==> config.mk <==
export PLATFORM = sky130hd
export DESIGN_NAME = cpu_phase_sequencer
export DESIGN_NICKNAME = d
export VERILOG_FILES = /design/src/rtl/cpu_phase_sequencer.sv
export SDC_FILE = /design/constraint.sdc
export NUM_CORES = 1
export LEC_CHECK = 0
export ABC_AREA = 1
export CAP_MARGIN = 20
export CORE_MARGIN = 4
export CORE_UTILIZATION = 30
export DETAILED_ROUTE_END_ITERATION = 16
export GPL_ROUTABILITY_DRIVEN = 0
export PLACE_DENSITY = 0.62
export RECOVER_POWER = 100
export SLEW_MARGIN = 20
export SYNTH_ARGS = -nofsm -noshare
export SYNTH_HDL_FRONTEND = slang
export SYNTH_SLANG_ARGS = --single-unit
export TNS_END_PERCENT = 50
==> constraint.sdc <==
create_clock -name clock -period 1.5 [get_ports clock]
set_input_delay 0.375 -clock clock [delete_from_list [all_inputs] [get_ports clock]]
set_output_delay 0.375 -clock clock [all_outputs]
set_load 0.01 [all_outputs]
==> src/rtl/cpu_phase_sequencer.sv <==
// ---------------------------------------------------------------------------
// cpu_phase_sequencer
//
// Multi-cycle phase controller for the bbtron datapath. It steps every
// instruction through FETCH / DECODE / EXECUTE / MEMORY / WRITEBACK and gates
// the PC, IR, register-bench and data-memory strobes. Input instructions
// stall in WAIT_INPUT until the debounced enter button fires. HLT parks the
// sequencer in HALT until reset.
//
// Optional feature (macro CPU_PHASE_SEQUENCER_STEP_EN):
//   adds step_mode / step_pulse inputs and a STEP_WAIT state (code 7) that
//   holds the machine after every WRITEBACK until step_pulse when step_mode=1.
//   Without the macro, code 7 is unused and recovers to FETCH.
//
// Parameters:
//   MEM_LATENCY  cycles spent in MEMORY per load/store (1..15)
//   CNT_WIDTH    width of the retired-instruction counter
//
// Ports:
//   clock           system clock, rising edge
//   n_reset         asynchronous active-low reset
//   cu_hlt          decoded instruction is HLT
//   cu_inSignal     decoded instruction reads the switches
//   cu_readEnable   decoded instruction reads data memory
//   cu_writeEnable  decoded instruction writes data memory
//   cu_writeReg     decoded instruction writes the register bench
//   enter_pulse     one-cycle debounced enter pulse
//   step_mode       (optional) hold after each instruction
//   step_pulse      (optional) release from STEP_WAIT
//   pc_en           PC load enable (WRITEBACK)
//   ir_en           IR load enable (FETCH)
//   reg_we          register bench write strobe (WRITEBACK)
//   mem_re          data memory read strobe (every MEMORY cycle)
//   mem_we          data memory write strobe (first MEMORY cycle)
//   phase           current state code
//   waiting         stalled for the enter button (or step pulse)
//   halted          in HALT
//   instr_count     retired-instruction counter, wraps
// ---------------------------------------------------------------------------
module cpu_phase_sequencer #(
  parameter int MEM_LATENCY = 1,
  parameter int CNT_WIDTH   = 16
) (
  input  logic                 clock,
  input  logic                 n_reset,
  input  logic                 cu_hlt,
  input  logic                 cu_inSignal,
  input  logic                 cu_readEnable,
  input  logic                 cu_writeEnable,
  input  logic                 cu_writeReg,
  input  logic                 enter_pulse,
`ifdef CPU_PHASE_SEQUENCER_STEP_EN
  input  logic                 step_mode,
  input  logic                 step_pulse,
`endif
  output logic                 pc_en,
  output logic                 ir_en,
  output logic                 reg_we,
  output logic                 mem_re,
  output logic                 mem_we,
  output logic [2:0]           phase,
  output logic                 waiting,
  output logic                 halted,
  output logic [CNT_WIDTH-1:0] instr_count
);

  typedef enum logic [2:0] {
    FETCH      = 3'd0,
    DECODE     = 3'd1,
    EXECUTE    = 3'd2,
    MEMORY     = 3'd3,
    WRITEBACK  = 3'd4,
    WAIT_INPUT = 3'd5,
    HALT       = 3'd6
`ifdef CPU_PHASE_SEQUENCER_STEP_EN
    , STEP_WAIT = 3'd7
`endif
  } state_t;

  // Counter value loaded on entry to MEMORY; it also marks the first MEMORY
  // cycle, which is the only one allowed to strobe a write.
  localparam logic [3:0] MEM_LOAD = 4'(MEM_LATENCY - 1);

  state_t     state_q;
  state_t     state_d;
  logic [3:0] wait_cnt;
  logic       mem_access;

  assign mem_access = cu_readEnable | cu_writeEnable;

  // State register plus the memory-wait counter and the retired-instruction
  // counter. The wait counter only moves when entering or inside MEMORY, so
  // it stays frozen in HALT and while stalled.
  always_ff @(posedge clock or negedge n_reset) begin
    if (!n_reset) begin
      state_q     <= FETCH;
      wait_cnt    <= 4'd0;
      instr_count <= '0;
    end else begin
      state_q <= state_d;
      if (state_q == EXECUTE && mem_access) begin
        wait_cnt <= MEM_LOAD;
      end else if (state_q == MEMORY && wait_cnt != 4'd0) begin
        wait_cnt <= wait_cnt - 4'd1;
      end
      if (state_q == WRITEBACK) begin
        instr_count <= instr_count + CNT_WIDTH'(1);
      end
    end
  end

  // Next-state logic. HLT wins over an input instruction in DECODE;
  // enter_pulse is only looked at while in WAIT_INPUT.
  always_comb begin
    state_d = state_q;
    case (state_q)
      FETCH:      state_d = DECODE;
      DECODE: begin
        if (cu_hlt) begin
          state_d = HALT;
        end else if (cu_inSignal) begin
          state_d = WAIT_INPUT;
        end else begin
          state_d = EXECUTE;
        end
      end
      WAIT_INPUT: if (enter_pulse) state_d = EXECUTE;
      EXECUTE:    state_d = mem_access ? MEMORY : WRITEBACK;
      MEMORY:     if (wait_cnt == 4'd0) state_d = WRITEBACK;
`ifdef CPU_PHASE_SEQUENCER_STEP_EN
      WRITEBACK:  state_d = step_mode ? STEP_WAIT : FETCH;
      STEP_WAIT:  if (step_pulse) state_d = FETCH;
`else
      WRITEBACK:  state_d = FETCH;
`endif
      HALT:       state_d = HALT;
      default:    state_d = FETCH;
    endcase
  end

  // Output decode. Strobes are forced low while reset is held so the
  // datapath sees nothing even though the state already reads FETCH.
  always_comb begin
    pc_en   = 1'b0;
    ir_en   = 1'b0;
    reg_we  = 1'b0;
    mem_re  = 1'b0;
    mem_we  = 1'b0;
    waiting = 1'b0;
    halted  = 1'b0;
    if (n_reset) begin
      case (state_q)
        FETCH:      ir_en   = 1'b1;
        MEMORY: begin
          mem_re = cu_readEnable;
          mem_we = cu_writeEnable && (wait_cnt == MEM_LOAD);
        end
        WRITEBACK: begin
          reg_we = cu_writeReg;
          pc_en  = 1'b1;
        end
        WAIT_INPUT: waiting = 1'b1;
`ifdef CPU_PHASE_SEQUENCER_STEP_EN
        STEP_WAIT:  waiting = 1'b1;
`endif
        HALT:       halted  = 1'b1;
        default: begin
        end
      endcase
    end
  end

  assign phase = state_q;

endmodule

==> report_table.html <==
<table>
<tr><th>Metric</th><th>Value</th></tr>
<tr><th colspan="2">Finish</th></tr>
<tr><td>Top library cells by usage in the layout, fill and taps aside</td><td>39 x nand2_1, 29 x buf_4, 22 x dfrtp_1, 21 x inv_1, 16 x dlygate4sd2_1</td></tr>
<tr><td>Final Net Count</td><td>239</td></tr>
<tr><td>Number of antenna cells inserted</td><td>0</td></tr>
<tr><td>Synth-to-layout area growth</td><td>50.25%</td></tr>
<tr><td>Commonest non-fill, non-tap cell in the layout</td><td>nand2_1</td></tr>
<tr><td>Share of final-layout standard cells stronger than drive strength 1</td><td>0.2996</td></tr>
<tr><td>Count of filler cells inserted in the layout</td><td>408</td></tr>
<tr><th colspan="2">Power and ir drop</th></tr>
<tr><td>Post-layout total power</td><td>0.002323 W</td></tr>
<tr><td>Reported leakage power</td><td>1.044 nW</td></tr>
<tr><td>Max rail drop VDD</td><td>343.6 uV</td></tr>
<tr><td>PwrDens</td><td>1217 mW/mm^2</td></tr>
<tr><th colspan="2">Critical path</th></tr>
<tr><td>Worst reg2reg path depth</td><td>8</td></tr>
<tr><td>Launch point of the critical path</td><td>phase[0]</td></tr>
<tr><td>Cells along the critical path</td><td>nor2_2 -&gt; buf_4 -&gt; nand2_4 -&gt; inv_2 -&gt; nand2_2 -&gt; nor2_1 -&gt; buf_2</td></tr>
<tr><td>Data arrival time of the critical path</td><td>1.28 ns</td></tr>
<tr><td>Setup CP Type</td><td>flip-flop to output pin</td></tr>
<tr><td>Reg2reg start</td><td>phase[0]</td></tr>
<tr><td>Category of the worst setup path capture point</td><td>output pin</td></tr>
<tr><td>Category of the worst setup path launch point</td><td>flip-flop</td></tr>
<tr><td>Top fanout value on the critical path</td><td>4</td></tr>
<tr><td>Cell at the slowest stage of the critical path</td><td>dfrtp_2</td></tr>
<tr><td>Max stage delay on crit path</td><td>0.44 ns</td></tr>
<tr><td>Required time at the worst-slack endpoint</td><td>1.12 ns</td></tr>
<tr><th colspan="2">Floorplan</th></tr>
<tr><td>IO Count</td><td>34</td></tr>
<tr><td>Area of the die</td><td>0.005338 mm^2</td></tr>
<tr><td>Die width</td><td>73.07 um</td></tr>
<tr><td>Overall die height</td><td>73.07 um</td></tr>
<tr><td>FP Rows</td><td>23</td></tr>
<tr><td>Core Footprint</td><td>0.004058 mm^2</td></tr>
<tr><td>Initial Utilization</td><td>0.3130</td></tr>
<tr><th colspan="2">CTS</th></tr>
<tr><td>Clock transition at the registers of the reported paths</td><td>0.08 ns</td></tr>
<tr><td>Worst-Skew Late Latency</td><td>0.27 ns</td></tr>
<tr><td>Clock tree from TritonCTS</td><td>built</td></tr>
<tr><td>H-tree Lvls</td><td>1</td></tr>
<tr><td>Clock tree root driver cell</td><td>clkbuf_8</td></tr>
<tr><td>Hold buffer count at cts</td><td>0</td></tr>
<tr><td>Sink Count</td><td>23</td></tr>
<tr><td>Number of buffers created by CTS</td><td>3</td></tr>
<tr><td>Maximum clock path buffer count</td><td>2</td></tr>
<tr><th colspan="2">Status</th></tr>
<tr><td>Failing checks</td><td>setup timing</td></tr>
<tr><td>Status</td><td>complete, but fails checks</td></tr>
<tr><th colspan="2">Routing</th></tr>
<tr><td>Vias per std cell</td><td>4.354</td></tr>
<tr><td>Total routed wirelength</td><td>2891 um</td></tr>
<tr><td>Overall via count from detail_route</td><td>1206</td></tr>
<tr><td>Initial DRC Count</td><td>39</td></tr>
<tr><td>Count of antenna-violating nets left after detailed routing</td><td>0</td></tr>
<tr><td>Wire length per cell</td><td>10.44 um</td></tr>
<tr><td>Detailed-router iteration count before antenna repair</td><td>4</td></tr>
<tr><td>DRC violation count after routing</td><td>0</td></tr>
<tr><th colspan="2">Global routing</th></tr>
<tr><td>Remaining global-route overflow</td><td>0</td></tr>
<tr><td>Vias in the first global route</td><td>1144</td></tr>
<tr><td>Overall fraction of global-route tracks in use</td><td>0.1169</td></tr>
<tr><td>Global-route wire length before repair</td><td>4919 um</td></tr>
<tr><td>Maximum number of pins on one net before global-route repair</td><td>16</td></tr>
<tr><td>Antenna violations before repair</td><td>0</td></tr>
<tr><th colspan="2">STA</th></tr>
<tr><td>Final Worst Setup Slack</td><td>-0.1540 ns</td></tr>
<tr><td>Final Hold Vio Count</td><td>0</td></tr>
<tr><td>Final Max Slew Viols</td><td>0</td></tr>
<tr><td>Setup Skew</td><td>0.01125 ns</td></tr>
<tr><td>Worst slack on hold paths</td><td>0.2648 ns</td></tr>
<tr><td>Fraction of the cycle the final worst path needs</td><td>1.103</td></tr>
<tr><td>Final worst path period need</td><td>1.654 ns</td></tr>
<tr><td>Slew of the pin with the lowest slew margin</td><td>0.3111 ns</td></tr>
<tr><td>Worst max-slew margin expressed relative to the limit</td><td>0.7924</td></tr>
<tr><td>Peak clock frequency supported by timing</td><td>604.6 MHz</td></tr>
<tr><td>RSZ-0062 raised after global routing</td><td>true</td></tr>
<tr><td>Setup-failing EPs final</td><td>11</td></tr>
<tr><th colspan="2">Yosys</th></tr>
<tr><td>Register bit total from synthesis</td><td>23</td></tr>
<tr><td>Adder-cell share of the synthesized area</td><td>0.02956</td></tr>
<tr><td>Area fraction in and, or, nand and nor cells after synthesis</td><td>0.3330</td></tr>
<tr><td>Gate Count Post-Synth</td><td>159</td></tr>
<tr><td>Library cell with the largest summed area after synthesis</td><td>dfrtp_1</td></tr>
<tr><td>Leading post-synthesis cells by cell area</td><td>dfrtp_1 45%, nand2_1 13%, inv_1 6.8%</td></tr>
<tr><td>Number of warnings issued by yosys</td><td>0</td></tr>
<tr><td>Area share of the largest cell type after synthesis</td><td>0.4532</td></tr>
<tr><td>Multiplexer fraction of the synthesized cell area</td><td>0</td></tr>
<tr><td>Synth Area in Compound Gates</td><td>0.03744</td></tr>
<tr><td>Count of unique library cells instantiated by Yosys</td><td>23</td></tr>
<tr><td>Post-synthesis share of cell area spent on xor and xnor gates</td><td>0.07586</td></tr>
<tr><td>Syn Nets</td><td>170</td></tr>
<tr><td>Part of the Yosys area used for sequential elements</td><td>0.4532</td></tr>
<tr><td>Average cell area after synthesis</td><td>7.987 um^2</td></tr>
<tr><td>Netlist area before placement</td><td>0.001270 mm^2</td></tr>
<tr><td>Main combinational cell family by area after synthesis</td><td>simple AND/OR/NAND/NOR gates</td></tr>
<tr><th colspan="2">Placed design</th></tr>
<tr><td>Quantity of I/O buffers inserted on ports</td><td>33</td></tr>
<tr><td>Estimated wirelength of the detail-placed design</td><td>2183 um</td></tr>
<tr><th colspan="2">Hold path</th></tr>
<tr><td>Worst min path class</td><td>primary input to async pin</td></tr>
<tr><th colspan="2">Flow run</th></tr>
<tr><td>Count of maximum capacitance violations</td><td>0</td></tr>
</table>
final cells by class:
type	instances	area [um^2]	area share
clock buffer	3	41.29	0.02164
clock inverter	1	5.005	0.002623
inverter	24	90.09	0.04721
multi-input combinational	112	634.4	0.3325
sequential	23	576.8	0.3023
tap	50	62.56	0.03279
timing repair buffer	64	498.0	0.2610
flip-flops by register name (all words and copies together) (netlist names):
register / flops
phase: 3
wait_cnt: 4
instr_count: 16
per-layer routing:
metal  vias up  global-route usage  part of all wire
li1        633                   -                 -
met1       553              0.1512              0.45
met2        18              0.1907              0.49
met3         2             0.02479             0.048
met4         0             0.04303            0.0090
met5         -                   0                 0
cell families (layout without fill, tap and decap cells):
logic type      count (synthesis)  count (layout)
simple gates                   89              89
buf+inv                        24              92
flops                          23              23
xor+xnor                       11              11
compound gates                  9               9
fa+ha+maj                       3               3
report_power, final:
part / internal, W / switching (W)
registers: 0.000721 / 0.0000983
clock network: 0.000185 / 0.000200
logic: 0.000595 / 0.000522
timing repair:
action,4_1_cts,5_1_grt
pin swaps,4,6
endpoints found under the setup margin,26,21
resized for setup,55,19
setup buffers,8,2
critical path: cells and delay by family, from the launching register on:
kind	cells	cell delay, ns
flip-flops	1	0.44
buffers and inverters	3	0.31
AND/OR/NAND/NOR	4	0.28
path summary, 6_finish.rpt:
| check | end | slack [ns] |
|---|---|---|
| worst min register to register | instr_count[8] | 0.52 |
| max in group asynchronous | instr_count[5] | 1.02 |
| worst max-delay path | reg_we | -0.15 |
| worst min-delay path | phase[1] | 0.26 |
| worst max register to register | instr_count[13] | -0.09 |
| min in group clock | instr_count[8] | 0.52 |
metrics by stage:
step / area [um^2] / utilization / setup slack, ns / cells / TNS (ns)
6_report: 1908 / 0.4702 / -0.1540 / 277 / -0.9294
3_3_place_gp: 1821 / 0.4487 / -0.6830 / 263 / -4.868
5_1_grt: 1908 / 0.4702 / -0.2759 / 277 / -3.392
2_1_floorplan: 1270 / - / 0.08776 / 159 / 0
4_1_cts: 1873 / 0.4616 / -0.2434 / 275 / -0.8321
3_5_place_dp: 1821 / 0.4487 / -0.6987 / 263 / -4.998
synthesized netlist by cell type:
| library cell | instances |
|---|---|
| o21ai_0 | 5 |
| xor2_1 | 6 |
| a21oi_1 | 1 |
| nand3b_1 | 1 |
| nand2_2 | 3 |
| nor2_4 | 2 |
| inv_2 | 1 |
| inv_1 | 23 |
| o21ai_1 | 1 |
| nor2_8 | 1 |
| o22ai_1 | 1 |
| nand2_1 | 43 |
| dfrtp_1 | 23 |
| nand3_2 | 1 |
| a31oi_1 | 1 |
| xnor2_1 | 5 |
| nand4_1 | 3 |
| nand2_4 | 1 |
| nor3_1 | 5 |
| nand3_1 | 9 |
| nor2_2 | 3 |
| nor2_1 | 17 |
| ha_1 | 3 |
Power figures use the tool's default switching activity.
